<file path="src/rtl/io_in_buf_wait.sv">
// Input buffer FIFO with registered ready/valid handshake on both sides; any depth >= 1.
// Optional occupancy/high-water-mark ports are enabled by defining IO_IN_BUF_LEVEL_EN.
module io_in_buf_wait #(
    parameter int rscid = 1,
    parameter int width = 8,
    parameter int depth = 2
) (
    input  logic                           clk,
    input  logic                           rst,
    input  logic [width-1:0]               dat,
    input  logic                           vld,
    output logic                           rdy,
    output logic [width-1:0]               idat,
    output logic                           ivld,
    input  logic                           irdy
`ifdef IO_IN_BUF_LEVEL_EN
    ,
    output logic [$clog2(depth+1)-1:0]     level,
    output logic [$clog2(depth+1)-1:0]     hwm
`endif
);

    localparam int PW = (depth > 1) ? $clog2(depth) : 1;
    localparam int CW = $clog2(depth + 1);
    localparam logic [PW-1:0] PTR_LAST = PW'(depth - 1);
    localparam logic [CW-1:0] DEPTH_C  = CW'(depth);

    if (width < 1 || depth < 1 || rscid < 0) begin : g_param_check
        $error("io_in_buf_wait: illegal parameter value");
    end

    logic [width-1:0] mem_q [depth];
    logic [width-1:0] mem_d [depth];
    logic [PW-1:0]    wr_ptr_q, wr_ptr_d;
    logic [PW-1:0]    rd_ptr_q, rd_ptr_d;
    logic [CW-1:0]    count_q, count_d;
    logic             rdy_q, rdy_d;
    logic             ivld_q, ivld_d;
    logic [width-1:0] idat_q, idat_d;
    logic             push_s;
    logic             pop_s;

    // Explicit wrap so non-power-of-two depths never index past the last entry.
    function automatic logic [PW-1:0] next_ptr(input logic [PW-1:0] p);
        if (p == PTR_LAST) begin
            next_ptr = '0;
        end else begin
            next_ptr = p + PW'(1);
        end
    endfunction

    assign push_s = vld & rdy_q;
    assign pop_s  = ivld_q & irdy;

    // Next-state: storage, pointers, count, and the flags/head word derived from them.
    always_comb begin
        mem_d    = mem_q;
        wr_ptr_d = wr_ptr_q;
        rd_ptr_d = rd_ptr_q;
        count_d  = count_q;
        if (push_s) begin
            mem_d[wr_ptr_q] = dat;
            wr_ptr_d        = next_ptr(wr_ptr_q);
        end else begin
            wr_ptr_d = wr_ptr_q;
        end
        if (pop_s) begin
            rd_ptr_d = next_ptr(rd_ptr_q);
        end else begin
            rd_ptr_d = rd_ptr_q;
        end
        case ({push_s, pop_s})
            2'b10:   count_d = count_q + CW'(1);
            2'b01:   count_d = count_q - CW'(1);
            default: count_d = count_q;
        endcase
        // Flags and head word are registered from next state, so no input reaches an output combinationally.
        rdy_d  = (count_d < DEPTH_C);
        ivld_d = (count_d != '0);
        idat_d = mem_d[rd_ptr_d];
    end

    // State registers; reset clears storage so the head word reads zero.
    always_ff @(posedge clk or posedge rst) begin
        if (rst) begin
            for (int i = 0; i < depth; i++) begin
                mem_q[i] <= '0;
            end
            wr_ptr_q <= '0;
            rd_ptr_q <= '0;
            count_q  <= '0;
            rdy_q    <= 1'b0;
            ivld_q   <= 1'b0;
            idat_q   <= '0;
        end else begin
            mem_q    <= mem_d;
            wr_ptr_q <= wr_ptr_d;
            rd_ptr_q <= rd_ptr_d;
            count_q  <= count_d;
            rdy_q    <= rdy_d;
            ivld_q   <= ivld_d;
            idat_q   <= idat_d;
        end
    end

    assign rdy  = rdy_q;
    assign ivld = ivld_q;
    assign idat = idat_q;

`ifdef IO_IN_BUF_LEVEL_EN
    logic [CW-1:0] hwm_q, hwm_d;

    // Peak tracker follows the new occupancy whenever it exceeds the stored peak.
    always_comb begin
        if (count_d > hwm_q) begin
            hwm_d = count_d;
        end else begin
            hwm_d = hwm_q;
        end
    end

    // High-water-mark register.
    always_ff @(posedge clk or posedge rst) begin
        if (rst) begin
            hwm_q <= '0;
        end else begin
            hwm_q <= hwm_d;
        end
    end

    assign level = count_q;
    assign hwm   = hwm_q;
`endif

endmodule

</file>
<file path="config.mk">
export PLATFORM = sky130hd
export DESIGN_NAME = io_in_buf_wait
export DESIGN_NICKNAME = d
export VERILOG_FILES = /design/src/rtl/io_in_buf_wait.sv
export SDC_FILE = /design/constraint.sdc
export NUM_CORES = 1
export LEC_CHECK = 0
export CAP_MARGIN = 20
export CORE_ASPECT_RATIO = 0.8
export CORE_MARGIN = 3
export CORE_UTILIZATION = 40
export DETAILED_ROUTE_END_ITERATION = 16
export PLACE_DENSITY = 0.64
export SLEW_MARGIN = 5
export SYNTH_ARGS = -nofsm -noshare
export SYNTH_HDL_FRONTEND = slang
export SYNTH_SLANG_ARGS = --single-unit
</file>
<file path="constraint.sdc">
create_clock -name clk -period 2.1 [get_ports clk]
set_input_delay 0.42 -clock clk [delete_from_list [all_inputs] [get_ports clk]]
set_output_delay 0.42 -clock clk [all_outputs]
set_load 0.02 [all_outputs]
</file>
Yosys cells after proc, flatten, opt, wreduce, memory -nomap -nowiden --
Cells that the tools add are included.
Word-level totals: bits in registers 30, input bits 12, output and inout port bits 10, word-level logic and storage cells 35
Operators by class: add/sub/neg operators 4, magnitude comparators 4, eq/ne operators 2, multiplexer cells 11, bitwise operators 4, reductions and logical operators 2
Operator list (number):
- 2-to-1 mux 8 bit | 4
- bitwise mux 16 bit | 1
- 2-to-1 mux 16 bit | 1
- demux 8 bit (select 1 bit) | 1
- >= comparator 2 bit, second input constant | 2
- inverter 1 -> 2 bit | 2
- one-hot mux 2 bit (2 select lines) | 1
- 2-to-1 mux 1 bit | 3
- adder 1 bit, second input constant | 2
- adder 2 x 1 -> 2 bit, second input constant | 1
- AND 1 bit | 2
- == test 2 x 1 -> 1 bit, second input constant | 1
- == test 2 bit, second input constant | 1
- < comparator 2 x 1 -> 1 bit, second input constant | 1
- < comparator 2 bit, second input constant | 1
- nonzero test 2 bit | 1
- subtractor 2 x 1 -> 2 bit, second input constant | 1
- logical AND 1 bit | 1

Longest topological paths before layout --
Gate-level depths: netlist (run 1).
word-level depth 10, gate-level depth with buffers 8

Least setup slack after synthesis (run 1) --
OpenSTA, ideal clock, no wires.
path kind register to register, start point register rdy_q, in the netlist rdy, end point register ivld_q, in the netlist ivld, library setup time 0.126 ns, data arrival time 1.577 ns, required time 1.974 ns, slack 0.397 ns, stages on the path, launching flop included 8, buffers on the path 1, clock period less this slack 1.703 ns, cell sequence dfrtp_1 -> and2_4 -> inv_2 -> buf_6 -> ha_1 -> nor2_1 -> xnor2_1 -> nand2b_1
Between the ends: longest elaborated chain between the ends 4, elaborated cells between the ends (all ways) 5, classes of those cells eq/ne: 2; mux: 1; bitwise: 1; reduce/logical: 1
RTL lines:
- start: declaration | RTL line 37 | logic rdy_q, rdy_d;
- start signal: assignment | RTL line 100 | rdy_q <= rdy_d;
- AND 1 bit * | RTL line 52 | assign push_s = vld & rdy_q;
- == test 2 x 1 -> 1 bit / == test 2 bit (equally long branches) | RTL line 72 | case ({push_s, pop_s})
- one-hot mux 2 bit (2 select lines) * | RTL line 72
- nonzero test 2 bit * | RTL line 79 | ivld_d = (count_d != '0);
- net ivld_d | RTL line 38 | logic ivld_q, ivld_d;
- end signal: assignment | RTL line 101 | ivld_q <= ivld_d;
- end: declaration | RTL line 38
The timed path passes the listed nets; every way through them passes the cells marked *. A chain may end at the register's enable or synchronous reset.

Final worst setup path (run 1) --
start point register rdy_q, in the netlist rdy, end point output port rdy
RTL lines:
- end: declaration | RTL line 12 | output logic rdy,
No word-level cell between the ends.

==> insert_results.sql, run 1 <==
INSERT INTO impl_metrics (metric_group, metric, value, unit) VALUES
('global_routing', 'largest_net_degree_at_the_start_of_global_routing', '31', ''),
('detailed_routing', 'detailedRoute.firstPassIterationCount', '4', ''),
('worst_setup_path', 'cpPeakStageDelay', '0.67', 'ns'),
('status', 'run_status', 'finished clean', ''),
('cells_and_area', 'insertedDiodeCount', '0', ''),
('global_routing', 'grt_pass1_wl', '5382', 'um'),
('cells_and_area', 'proportion_of_layout_cells_with_a_drive_suffix_above_1', '0.2215', ''),
('sta', 'timing.final.crit_share', '0.8927', ''),
('cells_and_area', 'final_cells', '191', ''),
('detailed_routing', 'dr_total_vias', '1025', ''),
('worst_setup_path', 'number_of_cells_traversed_by_the_worst_register_to_register_path', '7', ''),
('clock_tree', 'clock_tree.htree_level_count', '2', ''),
('sta', 'setup_viol', '0', ''),
('hold_path', 'min_path_type', 'reg2reg', ''),
('clock_tree', 'hold_buffers', '0', ''),
('floorplan', 'placeable_core_area', '3495', 'um^2'),
('clock_tree', 'clock-sinks', '30', ''),
('sta', 'final_skew', '0.001760', 'ns'),
('clock_tree', 'number_of_buffers_added_by_the_clock_tree_synthesis_step', '5', ''),
('place', 'dp.cells', '184', ''),
('place', 'globalplace.congestion', '0.7682', ''),
('place', 'numPortBuffers', '21', ''),
('detailed_routing', 'totalWireLength', '3136', 'um'),
('power_and_ir_drop', 'vdd_drop_max', '0.0006703', 'V'),
('worst_setup_path', 'worst_path_max_delay_cell', 'clkdlybuf4s50_1', ''),
('clock_tree', 'ctsLongestPathBuffers', '2', ''),
('sta', 'unrepaired_setup_endpoints_after_global_routing', 'false', ''),
('cells_and_area', 'nets', '162', ''),
('worst_setup_path', 'required', '1.68', 'ns'),
('yosys', 'fraction_of_synthesis_flops_using_an_asynchronous_set_or_reset_pin', '1.000', ''),
('place', 'half_perimeter_wire_length_of_the_detailed_placement_result', '2106', 'um'),
('yosys', 'yosysTopAreaCellShare', '0.5034', ''),
('yosys', 'synth.ff_latch_count', '30', ''),
('yosys', 'synth-seq-area-share', '0.5034', ''),
('power_and_ir_drop', 'cellLeakagePower', '0.8494', 'nW'),
('yosys', 'post_synth_main_area_contributors', 'dfrtp_1 (50%), mux2i_1 (9.4%), mux2_4 (9.1%)', ''),
('sta', 'achievable-frequency', '0.5334', 'GHz'),
('yosys', 'yosys.area_share.xor_xnor', '0.02936', ''),
('detailed_routing', 'drt.antenna.violating_nets', '0', ''),
('flow_run', 'drv_cap', '0', ''),
('worst_setup_path', 'timing_worst_setup_path_type', 'reg2out', ''),
('yosys', 'yosys.area_share.adder', '0.008389', ''),
('yosys', 'complex_gate_fraction_of_the_synthesized_area', '0.07466', ''),
('yosys', 'synthesis.area_per_instance', '12.75', 'um^2'),
('floorplan', 'die_w', '74.27', 'um'),
('global_routing', 'first_global_vias', '1106', ''),
('sta', 'transition_time_of_the_tightest_slew_check_pin', '0.3755', 'ns'),
('cells_and_area', 'sequential_cell_area', '750.7', 'um^2'),
('hold_path', 'worst_hold_path.endpoint', 'mem_q[4]', ''),
('clock_tree', 'clock_tree.root_cell', 'clkbuf_8', ''),
('cells_and_area', 'fillers', '318', ''),
('worst_setup_path', 'crit_path_max_fanout', '6', ''),
('worst_setup_path', 'path_delay_family', 'buffers and inverters', ''),
('clock_tree', 'cts_resized', '0', ''),
('worst_setup_path', 'regToRegEndpoint', 'ivld', ''),
('yosys', 'synth_enable_flop_cells', '0', ''),
('clock_tree', 'cts_post_setup_buffers_inserted', '0', ''),
('detailed_routing', 'dr.first_iter.drc_count', '44', ''),
('worst_setup_path', 'cp-start-kind', 'flip-flop', ''),
('worst_setup_path', 'cp.buffers_inverters', '1', ''),
('clock_tree', 'insertion_delay', '0.28', 'ns'),
('worst_setup_path', 'timing.critical_path.arrival', '1.45', 'ns'),
('yosys', 'synth.distinct_cells', '26', ''),
('cells_and_area', 'syn_to_final_growth', '23.99', '%'),
('cells_and_area', 'multi_input_comb_area', '688.2', 'um^2'),
('sta', 'clock_period_minus_final_worst_setup_slack', '1.875', 'ns'),
('detailed_routing', 'drt-vias-per-instance', '5.366', ''),
('global_routing', 'grt.overflow.total', '0', ''),
('yosys', 'netlist.top_cell.by_area', 'dfrtp_1', ''),
('yosys', 'synth_top_family_by_area', 'multiplexers', ''),
('detailed_routing', 'drt_drc_violations_left', '0', '');
==> synthesized netlist by cell type, types with 3 or more instances <==
cell and n:
and3_1 7, buf_6 3, dfrtp_1 30, inv_1 4, mux2_2 5, mux2_4 9, mux2i_1 14, nand2_1 3
nand2b_1 8, o21ai_0 8, o22ai_1 7, xnor2_1 5
==> flip-flops by register name (all words and copies together) (netlist names) <==
| name | flops |
|---|---|
| wr_ptr_q | 1 |
| count_q | 2 |
| mem_q | 16 |
| rdy | 1 |
| idat | 8 |
| rd_ptr_q | 1 |
| ivld | 1 |
==> layer usage <==
layer  vias to the layer above  wire, um
li1                        479         -
met1                       510      1391
met2                        25      1488
met3                        11       175
met4                         0        82
met5                         -         0
==> cell type report <==
| type | count | area share |
|---|---|---|
| Clock buffer | 7 | 0.04127 |
| Inverter | 5 | 0.01015 |
| Multi-Input combinational cell | 79 | 0.3721 |
| Sequential cell | 30 | 0.4060 |
| Tap cell | 42 | 0.02842 |
| Timing Repair Buffer | 28 | 0.1421 |
==> tightest hold or removal path, delay by kind of cell (launching register included) <==
kind,cells,cell delay [ns]
AO/OA/AOI/OAI,1,0.06
flip-flops,1,0.33
AND/OR/NAND/NOR,1,0.05
==> cells by family after synthesis <==
group | after synthesis
xor+xnor | 5
mux | 29
simple gates | 26
compound gates | 18
buf+inv | 8
flops | 30
fa+ha+maj | 1
==> where the power goes <==
part	switching [W]	internal (W)	leakage [nW]
combinational	0.000695	0.000801	0.458
sequential	0.000190	0.000884	0.353
clock	0.000203	0.000227	0.0383
==> worst max-delay path by stage <==
stage	cells after the start	from	slack, ns	end
final	1	rdy	0.23	rdy
after global routing	1	rdy	0.18	rdy
after CTS	1	rdy	0.20	rdy
after detailed placement	7	vld	0.13	ivld
after global placement	6	vld	0.19	mem_q[8]
after floorplan	7	rdy	0.40	ivld
==> per-stage QoR <==
step / instance area [um^2] / util / total power [W] / hold WS [ns]
2_1_floorplan: 1491 / - / 0.002134 / 0.4402
3_3_place_gp: 1773 / 0.5073 / 0.002531 / 0.4576
3_5_place_dp: 1773 / 0.5073 / 0.002574 / 0.4680
4_1_cts: 1849 / 0.5292 / 0.003031 / 0.4818
5_1_grt: 1849 / 0.5292 / 0.003199 / 0.5147
6_report: 1849 / 0.5292 / 0.003000 / 0.4731
No activity file was read; power rests on OpenSTA's default activity.
==> inputs of run 2 (changes only) <==
CELL_PAD_IN_SITES_DETAIL_PLACEMENT = 0   (was not set)
CELL_PAD_IN_SITES_GLOBAL_PLACEMENT = 1   (was not set)
PLACE_DENSITY = 0.76   (was 0.64)
==> insert_results.sql, run 2 (same netlist as run 1, synthesis figures left out) <==
INSERT INTO impl_metrics (metric_group, metric, value, unit) VALUES
('floorplan', 'placeable_core_area', '3495', 'um^2'),
('cells_and_area', 'utilization', '0.5439', ''),
('cells_and_area', 'nets', '160', ''),
('cells_and_area', 'final_cell_mix', 'dfrtp_1 (30), clkdlybuf4s50_1 (21), mux2i_1 (14)', ''),
('place', 'placement.setup.worst_slack', '0.1024', 'ns'),
('floorplan', 'die_h', '60.62', 'um'),
('worst_setup_path', 'crit_chain', 'clkdlybuf4s50_1', ''),
('global_routing', 'grtUsageTotal', '0.1575', ''),
('clock_tree', 'clock-sinks', '30', ''),
('worst_setup_path', 'timing.critical_path.arrival', '1.56', 'ns'),
('detailed_routing', 'detailedRoute.firstPassIterationCount', '4', ''),
('detailed_routing', 'wl_per_cell', '16.03', 'um'),
('sta', 'clock_period_minus_final_worst_setup_slack', '1.981', 'ns'),
('detailed_routing', 'drt.antenna.violating_nets', '0', ''),
('sta', 'timing.final.max_slew_violations', '0', ''),
('sta', 'final_skew', '0.009029', 'ns'),
('floorplan', 'initial_utilization', '0.4268', ''),
('power_and_ir_drop', 'cellLeakagePower', '0.8739', 'nW'),
('clock_tree', 'cts_resized', '0', ''),
('worst_setup_path', 'cp.buffers_inverters', '1', ''),
('detailed_routing', 'drt_drc_violations_left', '0', ''),
('sta', 'achievable-frequency', '0.5048', 'GHz'),
('clock_tree', 'insertion_delay', '0.28', 'ns'),
('sta', 'smallest_setup_slack_after_layout', '0.1189', 'ns'),
('detailed_routing', 'dr.first_iter.drc_count', '60', ''),
('power_and_ir_drop', 'vdd_drop_max', '0.0009190', 'V'),
('cells_and_area', 'syn_to_final_growth', '27.43', '%'),
('global_routing', 'gr-max-usage-layer', 'met2', ''),
('hold_path', 'min_path_type', 'reg2reg', ''),
('global_routing', 'globalRouteMet2Util', '0.2323', ''),
('global_routing', 'first_global_vias', '1028', ''),
('place', 'numPortBuffers', '21', ''),
('worst_setup_path', 'cp-start-kind', 'flip-flop', ''),
('cells_and_area', 'final_common_cell', 'dfrtp_1', ''),
('global_routing', 'number_of_antenna_violations_at_the_first_check_in_global_routing', '0', ''),
('clock_tree', 'tritoncts_clock_tree', 'yes', ''),
('place', 'half_perimeter_wire_length_of_the_detailed_placement_result', '2024', 'um'),
('cells_and_area', 'proportion_of_layout_cells_with_a_drive_suffix_above_1', '0.2297', ''),
('worst_setup_path', 'required', '1.68', 'ns'),
('sta', 'worst_slew_margin_rel', '0.7220', ''),
('floorplan', 'io_pins', '22', ''),
('worst_setup_path', 'timing_worst_setup_path_type', 'reg2out', ''),
('worst_setup_path', 'worst_setup_path_end_kind', 'output pin', ''),
('global_routing', 'grt.overflow.total', '0', ''),
('cells_and_area', 'largest_reg_flops', '16', ''),
('power_and_ir_drop', 'pwr_dens', '1713', 'nW/um^2'),
('cells_and_area', 'insertedDiodeCount', '0', ''),
('sta', 'setup_tns', '0', 'ns'),
('worst_setup_path', 'cpPeakStageDelay', '0.68', 'ns'),
('sta', 'transition_time_of_the_tightest_slew_check_pin', '0.4165', 'ns'),
('clock_tree', 'clock_tree.root_cell', 'clkbuf_8', ''),
('clock_tree', 'ctsLongestPathBuffers', '2', ''),
('clock_tree', 'number_of_buffers_added_by_the_clock_tree_synthesis_step', '5', ''),
('sta', 'unrepaired_setup_endpoints_after_global_routing', 'false', ''),
('worst_setup_path', 'worst_path_max_delay_cell', 'clkdlybuf4s50_1', ''),
('place', 'globalplace.congestion', '0.7545', ''),
('detailed_routing', 'totalWireLength', '3045', 'um'),
('sta', 'timing.final.crit_share', '0.9434', ''),
('floorplan', 'fp-row-count', '19', ''),
('floorplan', 'die_w', '74.27', 'um'),
('flow_run', 'drv_cap', '0', ''),
('sta', 'report.final.hold_viol_count', '0', ''),
('cells_and_area', 'largest-register', 'mem_q', ''),
('clock_tree', 'hold_buffers', '0', ''),
('clock_tree', 'cts_post_setup_buffers_inserted', '0', ''),
('global_routing', 'grt_pass1_wl', '5009', 'um'),
('worst_setup_path', 'path_delay_family', 'buffers and inverters', ''),
('clock_tree', 'clkSlewWorstSetupHoldPaths', '0.07', 'ns'),
('clock_tree', 'clock_tree.htree_level_count', '2', ''),
('status', 'run_status', 'finished clean', ''),
('floorplan', 'die-area', '4502', 'um^2'),
('global_routing', 'largest_net_degree_at_the_start_of_global_routing', '31', ''),
('detailed_routing', 'dr_total_vias', '998', ''),
('global_routing', 'grt.met1_usage', '0.2075', ''),
('worst_setup_path', 'crit_path_max_fanout', '10', ''),
('sta', 'setup_viol', '0', ''),
('global_routing', 'gr-usage-met3', '0.06623', ''),
('detailed_routing', 'drt-vias-per-instance', '5.253', '');
-- run 2: cell types whose count changed in the layout (fill, tap and decap cells not counted), sizes merged --
cell,previous run,this run
buf,7,5
clkbuf,7,6
bufinv,0,2
-- run 2: worst paths after layout --
path	from	to	slack [ns]	cells after the start
hold reg to reg	mem_q[4]	mem_q[4]	0.49	2
setup reg to reg	rdy	ivld	0.38	6
setup / recovery	rdy	rdy	0.12	1
max in group asynchronous	rst	mem_q[11]	1.29	3
hold / removal	mem_q[4]	mem_q[4]	0.49	2
min in group asynchronous	rst	ivld	0.51	3
-- run 2: power by group --
group	internal (W)	switching, W
Sequential	0.000883	0.000197
Combinational	0.000777	0.000668
Clock	0.000506	0.000224
Total	0.00217	0.00109
-- run 2: cell type report --
type,instances,area (um^2)
clock buffers,6,82.58
clock inverters,2,60.06
fillers,295,1594
inverters,5,18.77
multi-input cells,79,688.2
flip-flops and latches,30,750.7
well taps,42,52.55
repair buffers,26,247.7
-- run 2: metrics by stage --
stage / std cells / total power [W] / hold WS [ns] / cell area [um^2]
3_3_place_gp: 182 / 0.002513 / 0.4603 / 1758
3_5_place_dp: 182 / 0.002542 / 0.4762 / 1758
5_1_grt: 190 / 0.003467 / 0.5303 / 1901
2_1_floorplan: 117 / 0.002134 / 0.4402 / 1491
4_1_cts: 190 / 0.003290 / 0.4924 / 1901
6_report: 190 / 0.003255 / 0.4869 / 1901
-- run 2: metal layers --
metal | up-vias | part of all wire | routed length, um
met5 | - | 0 | 0
met3 | 2 | 0.069 | 210
met4 | 0 | 0.0059 | 18
met2 | 29 | 0.45 | 1364
met1 | 492 | 0.48 | 1452
li1 | 475 | - | -
-- run 2: worst register-to-register path: stages, from the launching register on --
cell and delay [ns]:
dfrtp_1 0.59, and2_4 0.25, inv_2 0.04, ha_1 0.31
nor2_1 0.14, xnor2_1 0.18, nand2b_1 0.08
